### config.mk
export PLATFORM = sky130hd
export DESIGN_NAME = sys_cmd_master_flat
export DESIGN_NICKNAME = d
export VERILOG_FILES = /design/src/rtl/sys_cmd_master_if.sv /design/src/rtl/sys_cmd_master.sv /design/src/flat_wrapper.sv
export SDC_FILE = /design/constraint.sdc
export NUM_CORES = 1
export LEC_CHECK = 0
export CAP_MARGIN = 30
export CORE_MARGIN = 3
export CORE_UTILIZATION = 35
export DETAILED_ROUTE_END_ITERATION = 6
export GPL_TIMING_DRIVEN = 0
export PLACE_DENSITY = 0.66
export SYNTH_ARGS = -nofsm -noshare
export SYNTH_HDL_FRONTEND = slang
export SYNTH_SLANG_ARGS = --single-unit
### constraint.sdc
create_clock -name CLK -period 2.7 [get_ports CLK]
set_input_delay 0.54 -clock CLK [delete_from_list [all_inputs] [get_ports CLK]]
set_output_delay 0.54 -clock CLK [all_outputs]
set_load 0.02 [all_outputs]
### src/rtl/sys_cmd_master_if.sv
// ----------------------------------------------------------------------------
// sys_cmd_master_if
//   Bundles the handshake and byte buses of the UART command initiator.
//
//   Command side : CMD_VLD/CMD_RDY handshake with CMD_TYPE, CMD_ADDR,
//                  CMD_DATA_A, CMD_DATA_B, CMD_FUNC payload.
//   TX side      : TX_P_DATA/TX_P_VLD toward the UART transmitter, TX_READY back.
//   RX side      : RX_P_DATA/RX_P_VLD one-cycle byte pulses from the receiver.
//   Response     : RSP_DATA, RSP_VLD, RSP_TIMEOUT, BUSY.
//
//   modport master : the command initiator (drives CMD_RDY, TX_*, RSP_*, BUSY).
//   modport slave  : its environment (host logic, UART blocks or a bench).
// ----------------------------------------------------------------------------
interface sys_cmd_master_if #(
  parameter int FRAME_WIDTH         = 8,
  parameter int REG_FILE_ADDR_WIDTH = 4,
  parameter int ALU_FUNC_WIDTH      = 4,
  parameter int ALU_DATA_WIDTH      = 16
) ();

  logic                           CMD_VLD;
  logic                           CMD_RDY;
  logic [1:0]                     CMD_TYPE;
  logic [REG_FILE_ADDR_WIDTH-1:0] CMD_ADDR;
  logic [FRAME_WIDTH-1:0]         CMD_DATA_A;
  logic [FRAME_WIDTH-1:0]         CMD_DATA_B;
  logic [ALU_FUNC_WIDTH-1:0]      CMD_FUNC;

  logic [FRAME_WIDTH-1:0]         TX_P_DATA;
  logic                           TX_P_VLD;
  logic                           TX_READY;

  logic [FRAME_WIDTH-1:0]         RX_P_DATA;
  logic                           RX_P_VLD;

  logic [ALU_DATA_WIDTH-1:0]      RSP_DATA;
  logic                           RSP_VLD;
  logic                           RSP_TIMEOUT;
  logic                           BUSY;

  modport master (
    input  CMD_VLD, CMD_TYPE, CMD_ADDR, CMD_DATA_A, CMD_DATA_B, CMD_FUNC,
    input  TX_READY, RX_P_DATA, RX_P_VLD,
    output CMD_RDY, TX_P_DATA, TX_P_VLD,
    output RSP_DATA, RSP_VLD, RSP_TIMEOUT, BUSY
  );

  modport slave (
    output CMD_VLD, CMD_TYPE, CMD_ADDR, CMD_DATA_A, CMD_DATA_B, CMD_FUNC,
    output TX_READY, RX_P_DATA, RX_P_VLD,
    input  CMD_RDY, TX_P_DATA, TX_P_VLD,
    input  RSP_DATA, RSP_VLD, RSP_TIMEOUT, BUSY
  );

endinterface

### src/rtl/sys_cmd_master.sv
// ----------------------------------------------------------------------------
// sys_cmd_master
//   Host-side command initiator for the UART register-file/ALU system.
//   Accepts one parallel command, serialises it into the byte-frame protocol
//   toward a UART transmitter, then assembles the response bytes coming back
//   from a UART receiver.
//
//   Frames:  write  AA addr data      (no response)
//            read   BB addr           (1 response byte)
//            ALU    CC A B func       (2 response bytes, LSB first)
//            ALU    DD func           (2 response bytes, LSB first)
//
//   Ports:
//     CLK, RST_n : clock and asynchronous active-low reset
//     bus        : sys_cmd_master_if.master (command, TX, RX, response)
// ----------------------------------------------------------------------------
module sys_cmd_master #(
  parameter int FRAME_WIDTH         = 8,
  parameter int REG_FILE_ADDR_WIDTH = 4,
  parameter int ALU_FUNC_WIDTH      = 4,
  parameter int ALU_DATA_WIDTH      = 16,
  parameter int TIMEOUT_CYCLES      = 4096
) (
  input logic              CLK,
  input logic              RST_n,
  sys_cmd_master_if.master bus
);

  localparam int TMO_W = $clog2(TIMEOUT_CYCLES);
  localparam logic [TMO_W-1:0] TMO_LAST = TMO_W'(TIMEOUT_CYCLES - 1);

  typedef enum logic [2:0] {
    S_IDLE,
    S_SEND,
    S_WAIT_RSP,
    S_DONE,
    S_ABORT
  } state_e;

  typedef enum logic [1:0] {
    CMD_WRITE   = 2'd0,
    CMD_READ    = 2'd1,
    CMD_ALU_OP  = 2'd2,
    CMD_ALU_NOP = 2'd3
  } cmd_type_e;

  state_e                         state_q, state_d;
  logic [1:0]                     idx_q, idx_d;
  cmd_type_e                      type_q, type_d;
  logic [REG_FILE_ADDR_WIDTH-1:0] addr_q, addr_d;
  logic [FRAME_WIDTH-1:0]         data_a_q, data_a_d;
  logic [FRAME_WIDTH-1:0]         data_b_q, data_b_d;
  logic [ALU_FUNC_WIDTH-1:0]      func_q, func_d;
  logic [1:0]                     rx_cnt_q, rx_cnt_d;
  logic [FRAME_WIDTH-1:0]         rx_byte0_q, rx_byte0_d;
  logic [ALU_DATA_WIDTH-1:0]      rsp_data_q, rsp_data_d;
  logic [TMO_W-1:0]               tmo_cnt_q, tmo_cnt_d;

  // Frame decode of the registered command.
  logic [FRAME_WIDTH-1:0] frame_byte;
  logic [1:0]             last_idx;
  logic [1:0]             rsp_cnt;
  logic [FRAME_WIDTH-1:0] addr_ext;
  logic [FRAME_WIDTH-1:0] func_ext;

  assign addr_ext = FRAME_WIDTH'(addr_q);
  assign func_ext = FRAME_WIDTH'(func_q);

  // NOTE: every variable assigned in an always_comb gets a default first, so
  // no path through the case arms can leave it unassigned and infer a latch.
  always_comb begin
    frame_byte = '0;
    last_idx   = '0;
    rsp_cnt    = '0;
    case (type_q)
      CMD_WRITE: begin
        last_idx = 2'd2;
        rsp_cnt  = 2'd0;
        case (idx_q)
          2'd0:    frame_byte = 8'hAA;
          2'd1:    frame_byte = addr_ext;
          default: frame_byte = data_a_q;
        endcase
      end
      CMD_READ: begin
        last_idx   = 2'd1;
        rsp_cnt    = 2'd1;
        frame_byte = (idx_q == 2'd0) ? 8'hBB : addr_ext;
      end
      CMD_ALU_OP: begin
        last_idx = 2'd3;
        rsp_cnt  = 2'd2;
        case (idx_q)
          2'd0:    frame_byte = 8'hCC;
          2'd1:    frame_byte = data_a_q;
          2'd2:    frame_byte = data_b_q;
          default: frame_byte = func_ext;
        endcase
      end
      default: begin  // CMD_ALU_NOP
        last_idx   = 2'd1;
        rsp_cnt    = 2'd2;
        frame_byte = (idx_q == 2'd0) ? 8'hDD : func_ext;
      end
    endcase
  end

  // Next-state and datapath updates.
  always_comb begin
    state_d    = state_q;
    idx_d      = idx_q;
    type_d     = type_q;
    addr_d     = addr_q;
    data_a_d   = data_a_q;
    data_b_d   = data_b_q;
    func_d     = func_q;
    rx_cnt_d   = rx_cnt_q;
    rx_byte0_d = rx_byte0_q;
    rsp_data_d = rsp_data_q;
    tmo_cnt_d  = tmo_cnt_q;

    case (state_q)
      S_IDLE: begin
        if (bus.CMD_VLD) begin
          // Snapshot the request so the host may change its inputs freely.
          type_d   = cmd_type_e'(bus.CMD_TYPE);
          addr_d   = bus.CMD_ADDR;
          data_a_d = bus.CMD_DATA_A;
          data_b_d = bus.CMD_DATA_B;
          func_d   = bus.CMD_FUNC;
          idx_d    = '0;
          rx_cnt_d = '0;
          state_d  = S_SEND;
        end
      end

      S_SEND: begin
        if (bus.TX_READY) begin
          if (idx_q == last_idx) begin
            // RX bytes arriving in this cycle are ignored: the receive
            // window only opens once the FSM sits in WAIT_RSP.
            if (rsp_cnt == 2'd0) begin
              rsp_data_d = '0;
              state_d    = S_DONE;
            end else begin
              rx_cnt_d  = '0;
              tmo_cnt_d = '0;
              state_d   = S_WAIT_RSP;
            end
          end else begin
            idx_d = idx_q + 2'd1;
          end
        end
      end

      S_WAIT_RSP: begin
        if (bus.RX_P_VLD) begin
          tmo_cnt_d = '0;
          if (rx_cnt_q == 2'(rsp_cnt - 2'd1)) begin
            // Final byte: read responses are one byte, ALU responses are
            // the earlier byte as LSB and this byte as MSB.
            if (type_q == CMD_READ) begin
              rsp_data_d = ALU_DATA_WIDTH'(bus.RX_P_DATA);
            end else begin
              rsp_data_d = ALU_DATA_WIDTH'({bus.RX_P_DATA, rx_byte0_q});
            end
            state_d = S_DONE;
          end else begin
            rx_byte0_d = bus.RX_P_DATA;
            rx_cnt_d   = rx_cnt_q + 2'd1;
          end
        end else if (tmo_cnt_q == TMO_LAST) begin
          // The current idle cycle is the TIMEOUT_CYCLES-th in a row.
          state_d = S_ABORT;
        end else begin
          tmo_cnt_d = tmo_cnt_q + 1'b1;
        end
      end

      S_DONE:  state_d = S_IDLE;
      S_ABORT: state_d = S_IDLE;
      default: state_d = S_IDLE;
    endcase
  end

  // NOTE: sequential state uses non-blocking assignments so every flop samples
  // the pre-edge value of every other flop, independent of statement order.
  always_ff @(posedge CLK or negedge RST_n) begin
    if (!RST_n) begin
      state_q    <= S_IDLE;
      idx_q      <= '0;
      type_q     <= CMD_WRITE;
      addr_q     <= '0;
      data_a_q   <= '0;
      data_b_q   <= '0;
      func_q     <= '0;
      rx_cnt_q   <= '0;
      rx_byte0_q <= '0;
      rsp_data_q <= '0;
      tmo_cnt_q  <= '0;
    end else begin
      state_q    <= state_d;
      idx_q      <= idx_d;
      type_q     <= type_d;
      addr_q     <= addr_d;
      data_a_q   <= data_a_d;
      data_b_q   <= data_b_d;
      func_q     <= func_d;
      rx_cnt_q   <= rx_cnt_d;
      rx_byte0_q <= rx_byte0_d;
      rsp_data_q <= rsp_data_d;
      tmo_cnt_q  <= tmo_cnt_d;
    end
  end

  // Outputs decode straight from the state register, so reset clears them
  // asynchronously together with the state.
  assign bus.CMD_RDY     = (state_q == S_IDLE);
  assign bus.BUSY        = (state_q != S_IDLE);
  assign bus.TX_P_VLD    = (state_q == S_SEND);
  assign bus.TX_P_DATA   = (state_q == S_SEND) ? frame_byte : '0;
  assign bus.RSP_DATA    = rsp_data_q;
  assign bus.RSP_VLD     = (state_q == S_DONE);
  assign bus.RSP_TIMEOUT = (state_q == S_ABORT);

endmodule

### src/flat_wrapper.sv
// flat-port wrapper written by rule: the top's interface ports become plain ports
module sys_cmd_master_flat 
#(
  parameter int FRAME_WIDTH         = 8,
  parameter int REG_FILE_ADDR_WIDTH = 4,
  parameter int ALU_FUNC_WIDTH      = 4,
  parameter int ALU_DATA_WIDTH      = 16,
  parameter int TIMEOUT_CYCLES      = 4096
)
  (CLK, RST_n, bus_CMD_VLD, bus_CMD_TYPE, bus_CMD_ADDR, bus_CMD_DATA_A, bus_CMD_DATA_B, bus_CMD_FUNC, bus_TX_READY, bus_RX_P_DATA, bus_RX_P_VLD, bus_CMD_RDY, bus_TX_P_DATA, bus_TX_P_VLD, bus_RSP_DATA, bus_RSP_VLD, bus_RSP_TIMEOUT, bus_BUSY);
  sys_cmd_master_if #(.FRAME_WIDTH(FRAME_WIDTH), .REG_FILE_ADDR_WIDTH(REG_FILE_ADDR_WIDTH), .ALU_FUNC_WIDTH(ALU_FUNC_WIDTH), .ALU_DATA_WIDTH(ALU_DATA_WIDTH)) bus_i ();
  input logic CLK;
  input logic RST_n;
  input wire logic [$bits(bus_i.CMD_VLD)-1:0] bus_CMD_VLD;
  input wire logic [$bits(bus_i.CMD_TYPE)-1:0] bus_CMD_TYPE;
  input wire logic [$bits(bus_i.CMD_ADDR)-1:0] bus_CMD_ADDR;
  input wire logic [$bits(bus_i.CMD_DATA_A)-1:0] bus_CMD_DATA_A;
  input wire logic [$bits(bus_i.CMD_DATA_B)-1:0] bus_CMD_DATA_B;
  input wire logic [$bits(bus_i.CMD_FUNC)-1:0] bus_CMD_FUNC;
  input wire logic [$bits(bus_i.TX_READY)-1:0] bus_TX_READY;
  input wire logic [$bits(bus_i.RX_P_DATA)-1:0] bus_RX_P_DATA;
  input wire logic [$bits(bus_i.RX_P_VLD)-1:0] bus_RX_P_VLD;
  output wire logic [$bits(bus_i.CMD_RDY)-1:0] bus_CMD_RDY;
  output wire logic [$bits(bus_i.TX_P_DATA)-1:0] bus_TX_P_DATA;
  output wire logic [$bits(bus_i.TX_P_VLD)-1:0] bus_TX_P_VLD;
  output wire logic [$bits(bus_i.RSP_DATA)-1:0] bus_RSP_DATA;
  output wire logic [$bits(bus_i.RSP_VLD)-1:0] bus_RSP_VLD;
  output wire logic [$bits(bus_i.RSP_TIMEOUT)-1:0] bus_RSP_TIMEOUT;
  output wire logic [$bits(bus_i.BUSY)-1:0] bus_BUSY;
  assign bus_i.CMD_VLD = bus_CMD_VLD;
  assign bus_i.CMD_TYPE = bus_CMD_TYPE;
  assign bus_i.CMD_ADDR = bus_CMD_ADDR;
  assign bus_i.CMD_DATA_A = bus_CMD_DATA_A;
  assign bus_i.CMD_DATA_B = bus_CMD_DATA_B;
  assign bus_i.CMD_FUNC = bus_CMD_FUNC;
  assign bus_i.TX_READY = bus_TX_READY;
  assign bus_i.RX_P_DATA = bus_RX_P_DATA;
  assign bus_i.RX_P_VLD = bus_RX_P_VLD;
  assign bus_CMD_RDY = bus_i.CMD_RDY;
  assign bus_TX_P_DATA = bus_i.TX_P_DATA;
  assign bus_TX_P_VLD = bus_i.TX_P_VLD;
  assign bus_RSP_DATA = bus_i.RSP_DATA;
  assign bus_RSP_VLD = bus_i.RSP_VLD;
  assign bus_RSP_TIMEOUT = bus_i.RSP_TIMEOUT;
  assign bus_BUSY = bus_i.BUSY;
  sys_cmd_master #(.FRAME_WIDTH(FRAME_WIDTH), .REG_FILE_ADDR_WIDTH(REG_FILE_ADDR_WIDTH), .ALU_FUNC_WIDTH(ALU_FUNC_WIDTH), .ALU_DATA_WIDTH(ALU_DATA_WIDTH), .TIMEOUT_CYCLES(TIMEOUT_CYCLES)) u_core (.CLK(CLK), .RST_n(RST_n), .bus(bus_i));
endmodule
Yosys cells after proc, flatten, opt, wreduce, memory -nomap -nowiden. Cells that the tools add are included.

Eq/ne operators: 23. Reduce and logical (&&, ||, !) cells: 15. $add $sub $neg: 4. Mux-type cells: 39. Bitwise gates (word level): 1.

Operators by type and width (number): $mux 16 (6); $mux 12 (5); $pmux 8 s3 (2); $pmux 16 s2 (1); $mux 8 (3); $pmux 12 s2 (1); $mux 3 (6); $mux 2 (8); $pmux 8 s2 (1); $add 12x1->12 const B (1); $eq 12x12->1 const B (1); $ne 2x2->1 const B (6); $pmux 2 s2 (3); $reduce_and 5->1 (2); $pmux 3 s3 (1); $reduce_and 7->1 (1); $eq 3x2->1 const B (2); $logic_not 2->1 (3); $ne 2x1->1 const B (3); $ne 3x2->1 const B (2); $pmux 2 s3 (1); $reduce_and 6->1 (1); $reduce_bool 3->1 (2); $add 2x1->2 const B (2); 14 further kinds (18).

Output and inout port bits: 29. Logic and storage cells: 93. Flip-flop bits (word level): 69.

Logic depth before layout (Yosys ltp).
Depth after elaboration: 7. Mapped depth: 9.

Worst setup path before layout. No wires, ideal clock.

Path kind: reg2out. From: reg u_core.idx_q[1]. To: out bus_TX_P_DATA[3]. Arrival: 1866 ps. Cell stages (with the launch flop): 8. Slack: 294 ps. Required time: 2160 ps. Cell sequence: dfrtp_1 > inv_1 > ha_1 > clkbuf_1 > a211oi_1 > o22ai_1 > nor2_1 > nor3_1.

Word-level cells in the longest chain between the ends: 4. Elaborated cells between the ends (all ways): 9. Classes of those cells: eq/ne (2); mux (6); reduce/logical (1).

Ends and longest elaborated chain: start, declared (RTL line sys_cmd_master.sv:48) `logic [1:0] idx_q, idx_d;`; start signal, assigned (RTL line sys_cmd_master.sv:203) `idx_q <= idx_d;`; $eq 2x2->1 (tied with other cells) (RTL line sys_cmd_master.sv:93) `case (idx_q)`; $pmux 8 s3 (tied with other cells) (RTL line sys_cmd_master.sv:93); $pmux 8 s3 * (RTL line sys_cmd_master.sv:75) `case (type_q)`; $mux 8 * (RTL line sys_cmd_master.sv:221) `assign bus.TX_P_DATA = (state_q == S_SEND) ? frame_byte : '0;`; end, declared (RTL line flat_wrapper.sv:24) `output wire logic [$bits(bus_i.TX_P_DATA)-1:0] bus_TX_P_DATA;`.

Mark *: on every way between the ends. The rest lies on a longest branch, timed or not.

Worst setup path in the final report.
From: reg u_core.idx_q[0]. To: out bus_TX_P_DATA[4].

The elaborated chain is that of the path after synthesis.

==> results.sh <==
export IMPL_hold_class="input port to async pin"
export IMPL_cts_num_sinks=69
export IMPL_antenna_found_initial=0
export IMPL_yosys_warnings=0
export IMPL_fp_coreArea_mm2=0.01032
export IMPL_cp_start_kind="flip-flop"
export IMPL_die_area_mm2=0.01194
export IMPL_maxSlewViolCount=0
export IMPL_place_congestion=0.8455
export IMPL_drc=0
export IMPL_grt_pass1_wl_mm=15.30
export IMPL_syn_nets=421
export IMPL_numCtsBuffers=9
export IMPL_tightest_slew_ns=0.8845
export IMPL_dp_hpwl_mm=6.443
export IMPL_overflow=0
export IMPL_fin_worst_skew_ns=0.006534
export IMPL_drt_pass1_iter_count=7
export IMPL_final_common_cell="dfrtp_1"
export IMPL_worstPathRequired_ns=2.16
export IMPL_synthArstFlopShare_pct=100.0
export IMPL_syn_mean_instance_area_um2=9.897
export IMPL_syn_inst=377
export IMPL_clkLatencyLatePin_ns=0.34
export IMPL_drtIter0Drc=120
export IMPL_port_buffers=67
export IMPL_wirelength_mm=9.264
export IMPL_cts_tree="yes"
export IMPL_cp_max_fo=7
export IMPL_fill_cells=973
export IMPL_synth_main_ff_cell="dfrtp_1"
export IMPL_placed_cell_area_mm2=0.004569
export IMPL_synth_edf_count=0
export IMPL_layout_common_cells="dfrtp_1 (67), clkdlybuf4s50_1 (57), nand2_1 (46)"
export IMPL_ctsLongestPathBuffers=2
export IMPL_nNetsFinal=500
export IMPL_grt_pass1_vias=3060
export IMPL_ctsHtreeMaxLevel=3
export IMPL_vias=3160
export IMPL_holdBufCountCts=0
export IMPL_finalHoldViolCount=0
export IMPL_antenna_cells=0
export IMPL_ys_seq_area_share_pct=46.28
export IMPL_worst_slack_ns=0.08960
export IMPL_finalSetupViolations=0
export IMPL_grt_usage_pct=16.18
export IMPL_fin_area_mm2=0.004895
export IMPL_rsz0062_at_grt="yes"
export IMPL_syn_to_final_growth_pct=31.19
export IMPL_yosysUniqueCellTypes=55
export IMPL_cellPowerDensity_mw_per_mm2=1074
export IMPL_status="complete, no violations"
export IMPL_pre_cts_slack_ns=-0.4544
export IMPL_grt_max_degree=70
export IMPL_syn_area_mm2=0.003731
export IMPL_clock_root_buffer="clkbuf_8"
export IMPL_start_util_pct=36.14
export IMPL_fp_row_count=37
export IMPL_die_h_um=109.3
export IMPL_arrival_ns=2.07
export IMPL_cp_end_kind="primary output"
export IMPL_pin_count=68
export IMPL_max_vdd_ir_drop_v=0.0005884
export IMPL_dieWidth_um=109.3
export IMPL_synth_seq_cells=69
export IMPL_antenna_left=0
export IMPL_finalCritPeriodShare_pct=96.68
export IMPL_wl_per_cell_um=15.52
export IMPL_p_leak_nw=2.042
export IMPL_timing_slew_headroom_pct=41.04
export IMPL_vias_per_cell=5.293
export IMPL_drive_gt1_share_pct=23.86
export IMPL_drv_cap=0
export IMPL_cts_reportedPaths_clkPinSlew_ns=0.08
export IMPL_timing_fmax_mhz=383.1
export IMPL_critPathKind="flip-flop to primary output"
export IMPL_min_period_ns=2.610
==> report_power, final <==
part	total [W]	internal [W]	switching, W	leakage, nW
clock	0.00107	0.000649	0.000424	0.128
sequential	0.00163	0.00138	0.000243	0.888
combinational	0.00256	0.00115	0.00141	1.03
total	0.00525	0.00318	0.00208	2.04
==> routing by layer <==
| metal | GRT usage [%] | share of wire [%] | vias to the layer above |
|---|---|---|---|
| met5 | 0 | 0 | - |
| met4 | 4.720 | 1.4 | 0 |
| met3 | 3.256 | 4.4 | 11 |
| met2 | 26.89 | 50 | 94 |
| met1 | 21.39 | 45 | 1524 |
| li1 | - | - | 1531 |
==> registers in the layout (all words and copies together), names as in the netlist <==
signal               cells
u_core.rx_cnt_q          2
u_core.data_a_q          8
u_core.addr_q            4
u_core.idx_q             2
u_core.bus.RSP_DATA     16
u_core.data_b_q          8
u_core.state_q           3
u_core.type_q            2
u_core.func_q            4
u_core.rx_byte0_q        8
u_core.tmo_cnt_q        12
==> path summary, 6_finish.rpt <==
kind                                              start                 endpoint  slack, ns  cells after the start
worst max-delay path                    u_core.idx_q[0]         bus_TX_P_DATA[4]       0.09                      7
min in group CLK                u_core.bus.RSP_DATA[15]  u_core.bus.RSP_DATA[15]       0.48                      2
worst min-delay path                              RST_n  u_core.bus.RSP_DATA[12]       0.30                      1
worst min register to register  u_core.bus.RSP_DATA[15]  u_core.bus.RSP_DATA[15]       0.48                      2
max in group asynchronous                         RST_n          u_core.idx_q[0]       1.75                      1
worst max register to register        u_core.state_q[0]       u_core.data_b_q[1]       0.49                      7
==> logic make-up after synthesis <==
family | share of synthesized area [%]
AO/OA/AOI/OAI | 18.68
flip-flops | 46.28
adder cells (fa/ha/maj) | 1.677
multiplexers | 12.34
XOR/XNOR | 0.2348
buffers and inverters | 4.125
AND/OR/NAND/NOR | 16.67
==> layout make-up <==
| cell class | count | area, um2 | area share (%) |
|---|---|---|---|
| multi-input combinational | 274 | 1907 | 38.96 |
| sequential | 69 | 1729 | 35.33 |
| timing repair buffer | 70 | 660.6 | 13.50 |
| tap | 136 | 170.2 | 3.476 |
| clock buffer | 10 | 137.6 | 2.812 |
| buffer | 23 | 135.1 | 2.761 |
| clock inverter | 6 | 116.4 | 2.377 |
| inverter | 9 | 38.79 | 0.7924 |
==> cells in the mapped netlist (3+ instances only) <==
cell type	count	share of area, %
a21oi_1	23	3.1
a22oi_1	3	0.60
a31oi_1	3	0.50
and3_1	3	0.50
buf_2	12	1.6
clkbuf_1	10	1.0
dfrtp_1	69	46
ha_1	5	1.7
inv_1	9	0.91
mux2_2	32	9.7
mux2i_1	10	2.7
nand2_1	46	4.6
nand2b_1	5	0.84
nand3_1	8	1.1
nand3b_1	7	1.4
nand4_1	3	0.50
nand4b_1	3	0.70
nor2_1	15	1.5
nor2b_1	6	1.0
nor3_1	5	0.67
nor3b_1	3	0.60
o21ai_0	30	4.0
o21ai_2	12	2.8
o31ai_1	14	2.8
or3_1	4	0.67
==> critical path: stages, from the launching register on <==
cell and delay, ns:
dfrtp_2 0.46, inv_4 0.08, ha_4 0.19, or3_1 0.37, a21oi_2 0.22, nand2_1 0.08
a31oi_1 0.16, buf_4 0.17
==> stage by stage <==
step                util [%]  TNS (ns)  power [W]  instances  hold WS, ns
detailed placement     44.26    -2.561   0.004097        580       0.4688
global placement       44.29    -88.39   0.004039        580       0.4597
global route           47.41  -0.08807   0.005632        597       0.3605
CTS                    47.21         0   0.005220        597       0.3385
floorplan                  -         0   0.003248        377       0.2444
finish                 47.41         0   0.005255        597       0.2974
==> timing repair <==
item,in CTS,in global routing
gates resized for setup,45,20
gates cloned,0,0
pin swaps,1,6
endpoints found under the setup margin,9,8
buffers inserted,3,0
hold endpoints to repair,0,0
Note: power is estimated with default switching activity, not from simulation.
